## config.mk

```make
export PLATFORM = sky130hd
export DESIGN_NAME = life_ctrl_flat
export DESIGN_NICKNAME = d
export VERILOG_FILES = /design/src/rtl/life_ctrl_if.sv /design/src/rtl/life_ctrl.sv /design/src/flat_wrapper.sv
export SDC_FILE = /design/constraint.sdc
export NUM_CORES = 1
export LEC_CHECK = 0
export ABC_AREA = 1
export CAP_MARGIN = 40
export CORE_ASPECT_RATIO = 0.8
export CORE_MARGIN = 2
export CORE_UTILIZATION = 40
export CTS_CLUSTER_DIAMETER = 150
export DETAILED_ROUTE_END_ITERATION = 10
export PLACE_DENSITY = 0.61
export SLEW_MARGIN = 25
export SYNTH_ARGS = -nofsm -noshare
export SYNTH_HDL_FRONTEND = slang
export SYNTH_SLANG_ARGS = --single-unit
```

## constraint.sdc

```tcl
create_clock -name clk -period 1.91 [get_ports clk]
set_input_delay 0.4775 -clock clk [delete_from_list [all_inputs] [get_ports clk]]
set_output_delay 0.4775 -clock clk [all_outputs]
set_load 0.1 [all_outputs]
```

## src/rtl/life_ctrl_if.sv

```systemverilog
// Command/status bundle between a host and the life_ctrl generation controller.
// Commands are single-cycle requests sampled on every rising edge; there is no ready signal.
// The controller reports acceptance only through state, busy and the arr_en/arr_rst strobes.
interface life_ctrl_if #(
    parameter int PERIOD_W = 16,
    parameter int GEN_W    = 16
);
    logic                cmd_load;
    logic                cmd_run;
    logic                cmd_stop;
    logic                cmd_step;
    logic [PERIOD_W-1:0] period;
    logic [GEN_W-1:0]    max_gen;
    logic                all_dead;
    logic                arr_rst;
    logic                arr_en;
    logic [GEN_W-1:0]    gen_count;
    logic [2:0]          state;
    logic                busy;
    logic                done;
    logic                extinct;

    modport master (
        output cmd_load, cmd_run, cmd_stop, cmd_step, period, max_gen, all_dead,
        input  arr_rst, arr_en, gen_count, state, busy, done, extinct
    );

    modport slave (
        input  cmd_load, cmd_run, cmd_stop, cmd_step, period, max_gen, all_dead,
        output arr_rst, arr_en, gen_count, state, busy, done, extinct
    );
endinterface

```

## src/rtl/life_ctrl.sv

```systemverilog
// Sequencer for a Game-of-Life cell array: seed load, single step, timed free-run,
// and halting on a generation limit or on extinction of every cell.
module life_ctrl #(
    parameter int PERIOD_W = 16,
    parameter int GEN_W    = 16,
    parameter int LOAD_CYC = 2
) (
    input  logic         clk,
    input  logic         rst_n,
    life_ctrl_if.slave   bus
);
    localparam logic [2:0] S_IDLE   = 3'd0;
    localparam logic [2:0] S_LOAD   = 3'd1;
    localparam logic [2:0] S_PAUSED = 3'd2;
    localparam logic [2:0] S_RUN    = 3'd3;
    localparam logic [2:0] S_HALTED = 3'd4;

    logic [2:0]          state_q, state_d;
    logic                arr_rst_q, arr_rst_d;
    logic                arr_en_q, arr_en_d;
    logic                chk_q, chk_d;
    logic [GEN_W-1:0]    gen_count_q, gen_count_d;
    logic                done_q, done_d;
    logic                extinct_q, extinct_d;
    logic                busy_q, busy_d;
    logic [PERIOD_W-1:0] timer_q, timer_d;
    logic [3:0]          load_cnt_q, load_cnt_d;

    logic [PERIOD_W-1:0] interval;
    logic                dead_hit;
    logic                max_hit;
    logic                halt_hit;

    // Intervals below 2 would put arr_en in back-to-back cycles, colliding with the check cycle.
    assign interval = (bus.period < PERIOD_W'(2)) ? PERIOD_W'(2) : bus.period;

    // chk_q marks the cycle right after an arr_en pulse, when all_dead and the limit are judged.
    assign dead_hit = chk_q && bus.all_dead;
    assign max_hit  = chk_q && (bus.max_gen != '0) && (gen_count_q == bus.max_gen);
    assign halt_hit = dead_hit || max_hit;

    always_comb begin
        state_d     = state_q;
        arr_rst_d   = 1'b0;
        arr_en_d    = 1'b0;
        chk_d       = arr_en_q;
        gen_count_d = gen_count_q;
        done_d      = done_q;
        extinct_d   = extinct_q;
        timer_d     = timer_q;
        load_cnt_d  = load_cnt_q;

        if (arr_en_q && (gen_count_q != '1)) begin
            gen_count_d = gen_count_q + GEN_W'(1);
        end

        if (bus.cmd_load) begin
            state_d     = S_LOAD;
            arr_rst_d   = 1'b1;
            load_cnt_d  = 4'(LOAD_CYC - 1);
            gen_count_d = '0;
            done_d      = 1'b0;
            extinct_d   = 1'b0;
            chk_d       = 1'b0;
            timer_d     = '0;
        end else begin
            case (state_q)
                S_IDLE: ;
                S_LOAD: begin
                    if (load_cnt_q == 4'd0) begin
                        state_d = S_PAUSED;
                    end else begin
                        arr_rst_d  = 1'b1;
                        load_cnt_d = load_cnt_q - 4'd1;
                    end
                end
                S_PAUSED: begin
                    if (halt_hit) begin
                        state_d   = S_HALTED;
                        done_d    = max_hit;
                        extinct_d = dead_hit;
                    end else if (bus.cmd_stop) begin
                        state_d = S_PAUSED;
                    end else if (bus.cmd_run) begin
                        state_d = S_RUN;
                        timer_d = interval;
                    end else if (bus.cmd_step && !arr_en_q && !chk_q) begin
                        arr_en_d = 1'b1;
                    end
                end
                S_RUN: begin
                    if (halt_hit) begin
                        state_d   = S_HALTED;
                        done_d    = max_hit;
                        extinct_d = dead_hit;
                    end else if (bus.cmd_stop) begin
                        state_d = S_PAUSED;
                    end else if (timer_q <= PERIOD_W'(1)) begin
                        arr_en_d = 1'b1;
                        timer_d  = interval;
                    end else begin
                        timer_d = timer_q - PERIOD_W'(1);
                    end
                end
                S_HALTED: ;
                default: state_d = S_IDLE;
            endcase
        end

        busy_d = (state_d == S_LOAD) || (state_d == S_RUN);
    end

    always_ff @(posedge clk or negedge rst_n) begin
        if (!rst_n) begin
            state_q     <= S_IDLE;
            arr_rst_q   <= 1'b1;
            arr_en_q    <= 1'b0;
            chk_q       <= 1'b0;
            gen_count_q <= '0;
            done_q      <= 1'b0;
            extinct_q   <= 1'b0;
            busy_q      <= 1'b0;
            timer_q     <= '0;
            load_cnt_q  <= 4'd0;
        end else begin
            state_q     <= state_d;
            arr_rst_q   <= arr_rst_d;
            arr_en_q    <= arr_en_d;
            chk_q       <= chk_d;
            gen_count_q <= gen_count_d;
            done_q      <= done_d;
            extinct_q   <= extinct_d;
            busy_q      <= busy_d;
            timer_q     <= timer_d;
            load_cnt_q  <= load_cnt_d;
        end
    end

    assign bus.state     = state_q;
    assign bus.arr_rst   = arr_rst_q;
    assign bus.arr_en    = arr_en_q;
    assign bus.gen_count = gen_count_q;
    assign bus.busy      = busy_q;
    assign bus.done      = done_q;
    assign bus.extinct   = extinct_q;
endmodule

```

## src/flat_wrapper.sv

```systemverilog
// flat-port wrapper written by rule: the top's interface ports become plain ports
module life_ctrl_flat 
#(
    parameter int PERIOD_W = 16,
    parameter int GEN_W    = 16,
    parameter int LOAD_CYC = 2
)
  (clk, rst_n, bus_cmd_load, bus_cmd_run, bus_cmd_stop, bus_cmd_step, bus_period, bus_max_gen, bus_all_dead, bus_arr_rst, bus_arr_en, bus_gen_count, bus_state, bus_busy, bus_done, bus_extinct);
  life_ctrl_if #(.PERIOD_W(PERIOD_W), .GEN_W(GEN_W)) bus_i ();
  input  logic clk;
  input  logic rst_n;
  input wire logic [$bits(bus_i.cmd_load)-1:0] bus_cmd_load;
  input wire logic [$bits(bus_i.cmd_run)-1:0] bus_cmd_run;
  input wire logic [$bits(bus_i.cmd_stop)-1:0] bus_cmd_stop;
  input wire logic [$bits(bus_i.cmd_step)-1:0] bus_cmd_step;
  input wire logic [$bits(bus_i.period)-1:0] bus_period;
  input wire logic [$bits(bus_i.max_gen)-1:0] bus_max_gen;
  input wire logic [$bits(bus_i.all_dead)-1:0] bus_all_dead;
  output wire logic [$bits(bus_i.arr_rst)-1:0] bus_arr_rst;
  output wire logic [$bits(bus_i.arr_en)-1:0] bus_arr_en;
  output wire logic [$bits(bus_i.gen_count)-1:0] bus_gen_count;
  output wire logic [$bits(bus_i.state)-1:0] bus_state;
  output wire logic [$bits(bus_i.busy)-1:0] bus_busy;
  output wire logic [$bits(bus_i.done)-1:0] bus_done;
  output wire logic [$bits(bus_i.extinct)-1:0] bus_extinct;
  assign bus_i.cmd_load = bus_cmd_load;
  assign bus_i.cmd_run = bus_cmd_run;
  assign bus_i.cmd_stop = bus_cmd_stop;
  assign bus_i.cmd_step = bus_cmd_step;
  assign bus_i.period = bus_period;
  assign bus_i.max_gen = bus_max_gen;
  assign bus_i.all_dead = bus_all_dead;
  assign bus_arr_rst = bus_i.arr_rst;
  assign bus_arr_en = bus_i.arr_en;
  assign bus_gen_count = bus_i.gen_count;
  assign bus_state = bus_i.state;
  assign bus_busy = bus_i.busy;
  assign bus_done = bus_i.done;
  assign bus_extinct = bus_i.extinct;
  life_ctrl #(.PERIOD_W(PERIOD_W), .GEN_W(GEN_W), .LOAD_CYC(LOAD_CYC)) u_core (.clk(clk), .rst_n(rst_n), .bus(bus_i));
endmodule
```

* Word level (Yosys, flattened, before mapping)
Cells that the tools add are included.
** Storage, ports and cells
- Bits of input ports :: 39
- Logic and storage cells :: 93
- Register bits after elaboration :: 45
- Output and inout bits :: 24
** Cells by class
- Equality and inequality tests :: 14
- Reductions and logical operators :: 23
- $lt $le $gt $ge :: 2
- Mux-type cells :: 41
- $add $sub $neg :: 3
** Operator list (number)
- $mux W16 :: 10
- $pmux W16 S2 :: 1
- $mux W3 :: 7
- $mux W1 :: 18
- $add A16 B1 Y16 const B :: 1
- $eq A16 B16 Y1 :: 1
- $le A16 B1 Y1 const B :: 1
- $lt A16 B2 Y1 const B :: 1
- $ne A16 B16 Y1 const B :: 1
- $reduce_bool A16 Y1 :: 1
- $sub A16 B1 Y16 const B :: 1
- $ne A3 B3 Y1 const B :: 5
- $mux W4 :: 3
- $pmux W3 S4 :: 1
- $eq A3 B2 Y1 const B :: 3
- $reduce_bool A2 Y1 :: 4
- $eq A3 B1 Y1 const B :: 2
- $logic_and A1 B1 Y1 :: 6
- $reduce_and A6 Y1 :: 1
- $logic_not A4 Y1 :: 1
- $reduce_and A2 Y1 :: 2
- $reduce_or A2 Y1 :: 2
- $sub A4 B1 Y4 const B :: 1
- $eq A3 B3 Y1 const B :: 1
- other kinds (6) :: 8

* Longest topological paths before layout
- Word-level depth :: 9
- Mapped depth :: 12
- Mapped depth without buffers :: 11

* Least setup slack after synthesis
No wires, ideal clock.
- Path type :: reg-to-reg
- Start point :: reg u_core.gen_count_q[0], in the netlist u_core.bus.gen_count[0]
- End point :: reg u_core.gen_count_q[14], in the netlist u_core.bus.gen_count[14]
- Path buffers :: 1
- Setup time :: 120 ps
- Setup slack :: -485 ps
- Cell stages (with the launch flop) :: 12
- Period minus slack after synthesis :: 2395 ps
- Data required time :: 1790 ps
- Arrival :: 2275 ps
- Path through :: dfrtp_1 -> ha_1 -> nand2_1 -> nor3_4 -> nand2_2 -> nor2_4 -> nand2_2 -> nand2_2 -> nand2_2 -> buf_6 -> nand2_2 -> o21ai_2
** On the way
- Cells in the longest elaborated chain, start to end :: 3
- Elaborated cells between the ends (all ways) :: 6
- Those cells by class :: add/sub (1); eq/ne (1); mux (2); reduce/logical (2)
** RTL lines
- start, declared :: line life_ctrl.sv:22 : logic [GEN_W-1:0] gen_count_q, gen_count_d;
- start signal, assigned :: line life_ctrl.sv:130 : gen_count_q <= gen_count_d;
- $add A16 B1 Y16 / $ne A16 B16 Y1 (equally long branches) :: line life_ctrl.sv:54, life_ctrl.sv:53
- $mux W16 / $logic_and A1 B1 Y1 (equally long branches) :: line life_ctrl.sv:53 : if (arr_en_q && (gen_count_q != '1)) begin
- $mux W16 / $reduce_bool A2 Y1 (equally long branches)
Parallel ways exist; a longest one is shown, timed or not. The select of a mux whose other input is x is not followed.
A chain may end at the register's enable or synchronous reset.

* Worst setup path after layout
- Start point :: reg u_core.gen_count_q[0], in the netlist u_core.bus.gen_count[0]
- End point :: reg u_core.gen_count_q[9], in the netlist u_core.bus.gen_count[9]
Same word-level chain as after synthesis.

==> flow_metrics.py <==
metrics = {
    "grt": {
        "grt_pass1_vias": 3235,
        "grt_overflow": 0,
        "grt_antenna_before_repair": 0,
        "grt_use_total": 0.2254,
        "grt_max_degree": 29,
        "grt_pass1_wl_um": 16430,
    },
    "floorplan": {
        "ios": 63,
        "rows": 29,
        "die_x_um": 106.9,
        "core_um2": 8055,
        "die_h_um": 86.29,
        "initial_core_util": 0.4203,
        "dieArea_um2": 9221,
    },
    "run_status": {
        "status": "complete, no violations",
    },
    "worst_setup_path": {
        "critPathTopFamily": "simple AND/OR/NAND/NOR gates",
        "cp_cell_sequence": "ha_4 -> nand2_2 -> nor3_4 -> nand2_2 -> nor2_4 -> nand2_4 -> nand2_4 -> nand2_4 -> buf_4 -> o21ai_2",
        "worst_path_max_delay_cell": "dfrtp_4",
        "startpoint": "u_core.bus.gen_count[0]",
        "cp-start-kind": "register",
        "required_ps": 2140,
        "max_stage_delay_ps": 450,
        "critPathBufInv": 1,
        "criticalPathCategory": "register to register",
        "r2r_start": "u_core.bus.gen_count[0]",
        "end_kind": "register",
        "crit_fanout": 6,
        "crit_top_cell": "nand2_4",
        "critPathArrivalTime_ps": 2070,
    },
    "place": {
        "portBuffers": 62,
        "placed_area_um2": 4504,
        "place.gp.congestion": 0.9087,
        "hpwl_um": 7682,
    },
    "cts": {
        "path_clk_slew_ps": 90,
        "cts_buffers": 5,
        "cts_tree": "yes",
        "cts_root_buf": "clkbuf_8",
        "cts_num_sinks": 45,
        "h-tree-depth": 2,
        "clockBufferDepth": 2,
        "clock_latency_ps": 300,
    },
    "synthesis": {
        "syn_area_um2": 3386,
        "avgSynthCellArea_um2": 6.718,
        "yosys_warnings": 0,
        "synthArstFlopShare": 1.000,
        "ys_seq_elements": 45,
        "ys.flop_type": "dfrtp_1",
        "yosysSeqAreaShare": 0.3330,
        "ys_types": 37,
        "synth_fp_nets": 548,
        "syn_inst": 504,
        "synth-edff-count": 0,
    },
    "timing": {
        "hold_viol_final": 0,
        "period_minus_slack_ps": 1843,
        "tightest_slew_ps": 429.8,
        "maxSlewHeadroom": 0.7135,
        "setup-violations-final": 0,
        "skew_ps": 5.538,
        "max_freq_mhz": 542.7,
        "final.period_utilization": 0.9647,
        "rsz0062_at_grt": "true",
        "drv_slew": 0,
    },
    "finish": {
        "finalInstanceArea_um2": 4736,
        "antennaDiodeCount": 0,
        "fin_nets": 631,
        "layout-drive-gt1-share": 0.2279,
        "synthToLayoutAreaGrowth_pct": 39.87,
        "final_util": 0.5879,
    },
    "routing": {
        "route.detailed.drc": 0,
        "drtIter0Drc": 264,
        "postRouteAntennaNets": 0,
        "viasPerCell": 5.029,
        "drt-total-wl_um": 9972,
        "wl_per_cell_um": 14.33,
        "dr_total_vias": 3500,
        "dr.pass1.iters": 4,
    },
    "min_path": {
        "hold_class": "primary input to asynchronous set/reset pin",
    },
    "pwr": {
        "ir_drop_mv": 1.036,
        "p_leak_nw": 2.278,
        "power_density_nw_per_um2": 826.2,
    },
    "job": {
        "drv_cap": 0,
    },
}
[per-layer routing]
layer / global-route usage / routed length [µm] / vias up
li1: - / - / 1783
met3: 0.03383 / 534 / 7
met1: 0.3658 / 5246 / 1634
met2: 0.3138 / 4127 / 76
met4: 0.04250 / 64 / 0
met5: 0 / 0 / -
[timing repair]
item / CTS / global route
gates cloned: 0 / 1
endpoints found under the setup margin: 10 / 29
pin swaps: 0 / 3
buffers inserted: 0 / 4
hold buffers: 0 / 0
gates resized for setup: 2 / 20
[final cells by class]
type | count | area [µm²]
fillers | 778 | 3319
multi-input cells | 386 | 1989
flip-flops and latches | 45 | 1155
repair buffers | 90 | 1139
inverters | 59 | 221.5
well taps | 108 | 135.1
clock buffers | 6 | 82.58
clock inverters | 2 | 13.76
[path summary, 6_finish.rpt]
path / end / slack [ps] / cells past startpoint
min: u_core.bus.gen_count[0] / 100 / 1
min reg2reg: u_core.load_cnt_q[3] / 470 / 1
min in group clk: u_core.load_cnt_q[3] / 470 / 1
max reg2reg: u_core.bus.gen_count[9] / 70 / 10
max in group asynchronous: u_core.bus.gen_count[1] / 1290 / 2
max: u_core.bus.gen_count[9] / 70 / 10
[registers in the layout (all words and copies together) (netlist names)]
signal	flops
u_core.timer_q	16
u_core.bus.gen_count	16
u_core.bus.busy	1
u_core.bus.arr_rst	1
u_core.chk_q	1
u_core.load_cnt_q	4
u_core.bus.arr_en	1
u_core.bus.state	3
u_core.bus.extinct	1
u_core.bus.done	1
[metrics by stage]
step / setup WS, ps / cells / hold slack, ps / power, mW / setup TNS [ps]
6_report: 67.39 / 696 / 104.3 / 3.913 / 0
5_1_grt: -22.65 / 696 / 121.6 / 4.218 / -61.26
4_1_cts: 41.65 / 691 / 114.2 / 3.875 / 0
3_5_place_dp: -326.7 / 683 / 445.9 / 3.219 / -6042
3_3_place_gp: -272.2 / 683 / 444.3 / 3.195 / -5053
2_1_floorplan: 13.87 / 504 / 181.9 / 2.616 / 0
[Yosys cell counts, types with 2 or more instances]
cell,instances,area [µm²]
buf_6,4,45.04
o21ai_2,9,78.83
inv_2,9,33.78
ha_1,5,62.56
xor2_1,12,105.1
nand3_2,10,100.1
o21ai_0,13,65.06
nand4_1,11,68.82
o31ai_1,3,22.52
xnor2_1,2,17.52
nor4_1,2,12.51
nand3_1,50,250.2
a21oi_2,2,17.52
a21oi_1,22,110.1
o21ai_1,3,15.01
nor3_1,9,45.04
inv_1,49,183.9
buf_2,3,15.01
nor2_2,7,43.79
nand2_1,149,559.3
nor2_1,60,225.2
nand2_2,10,62.56
clkbuf_1,3,11.26
dfrtp_1,44,1101
[report_power, final]
group | total, mW | switching [mW] | internal (mW)
sequential | 1.32 | 0.194 | 1.13
combinational | 1.95 | 1.22 | 0.733
clock | 0.641 | 0.347 | 0.294
[cell families after synthesis]
| group | share of synthesized area |
|---|---|
| xor gates and xnor gates | 0.03622 |
| DFF | 0.3330 |
| and+or+nand+nor | 0.4209 |
| AOI/OAI and AO/OA | 0.09350 |
| adders and majority gates | 0.01848 |
| buffers and inverters | 0.09793 |
[worst register-to-register path: stages (launching register included)]
cell	delay, ps
dfrtp_4	450
ha_4	170
nand2_2	80
nor3_4	220
nand2_2	110
nor2_4	160
nand2_4	90
nand2_4	100
nand2_4	90
buf_4	180
o21ai_2	110
[placed cells by master, fill, tap and decap left out, types with 16 or more instances in the layout]
cell,netlist,final
nand3_1,50,50
inv_1,49,49
buf_4,1,24
dfrtp_2,0,16
nor2_1,60,59
buf_12,1,26
a21oi_1,22,21
nand2_1,149,148
dfrtp_1,44,26
clkdlybuf4s50_1,0,28
Power figures use the tool's default switching activity.
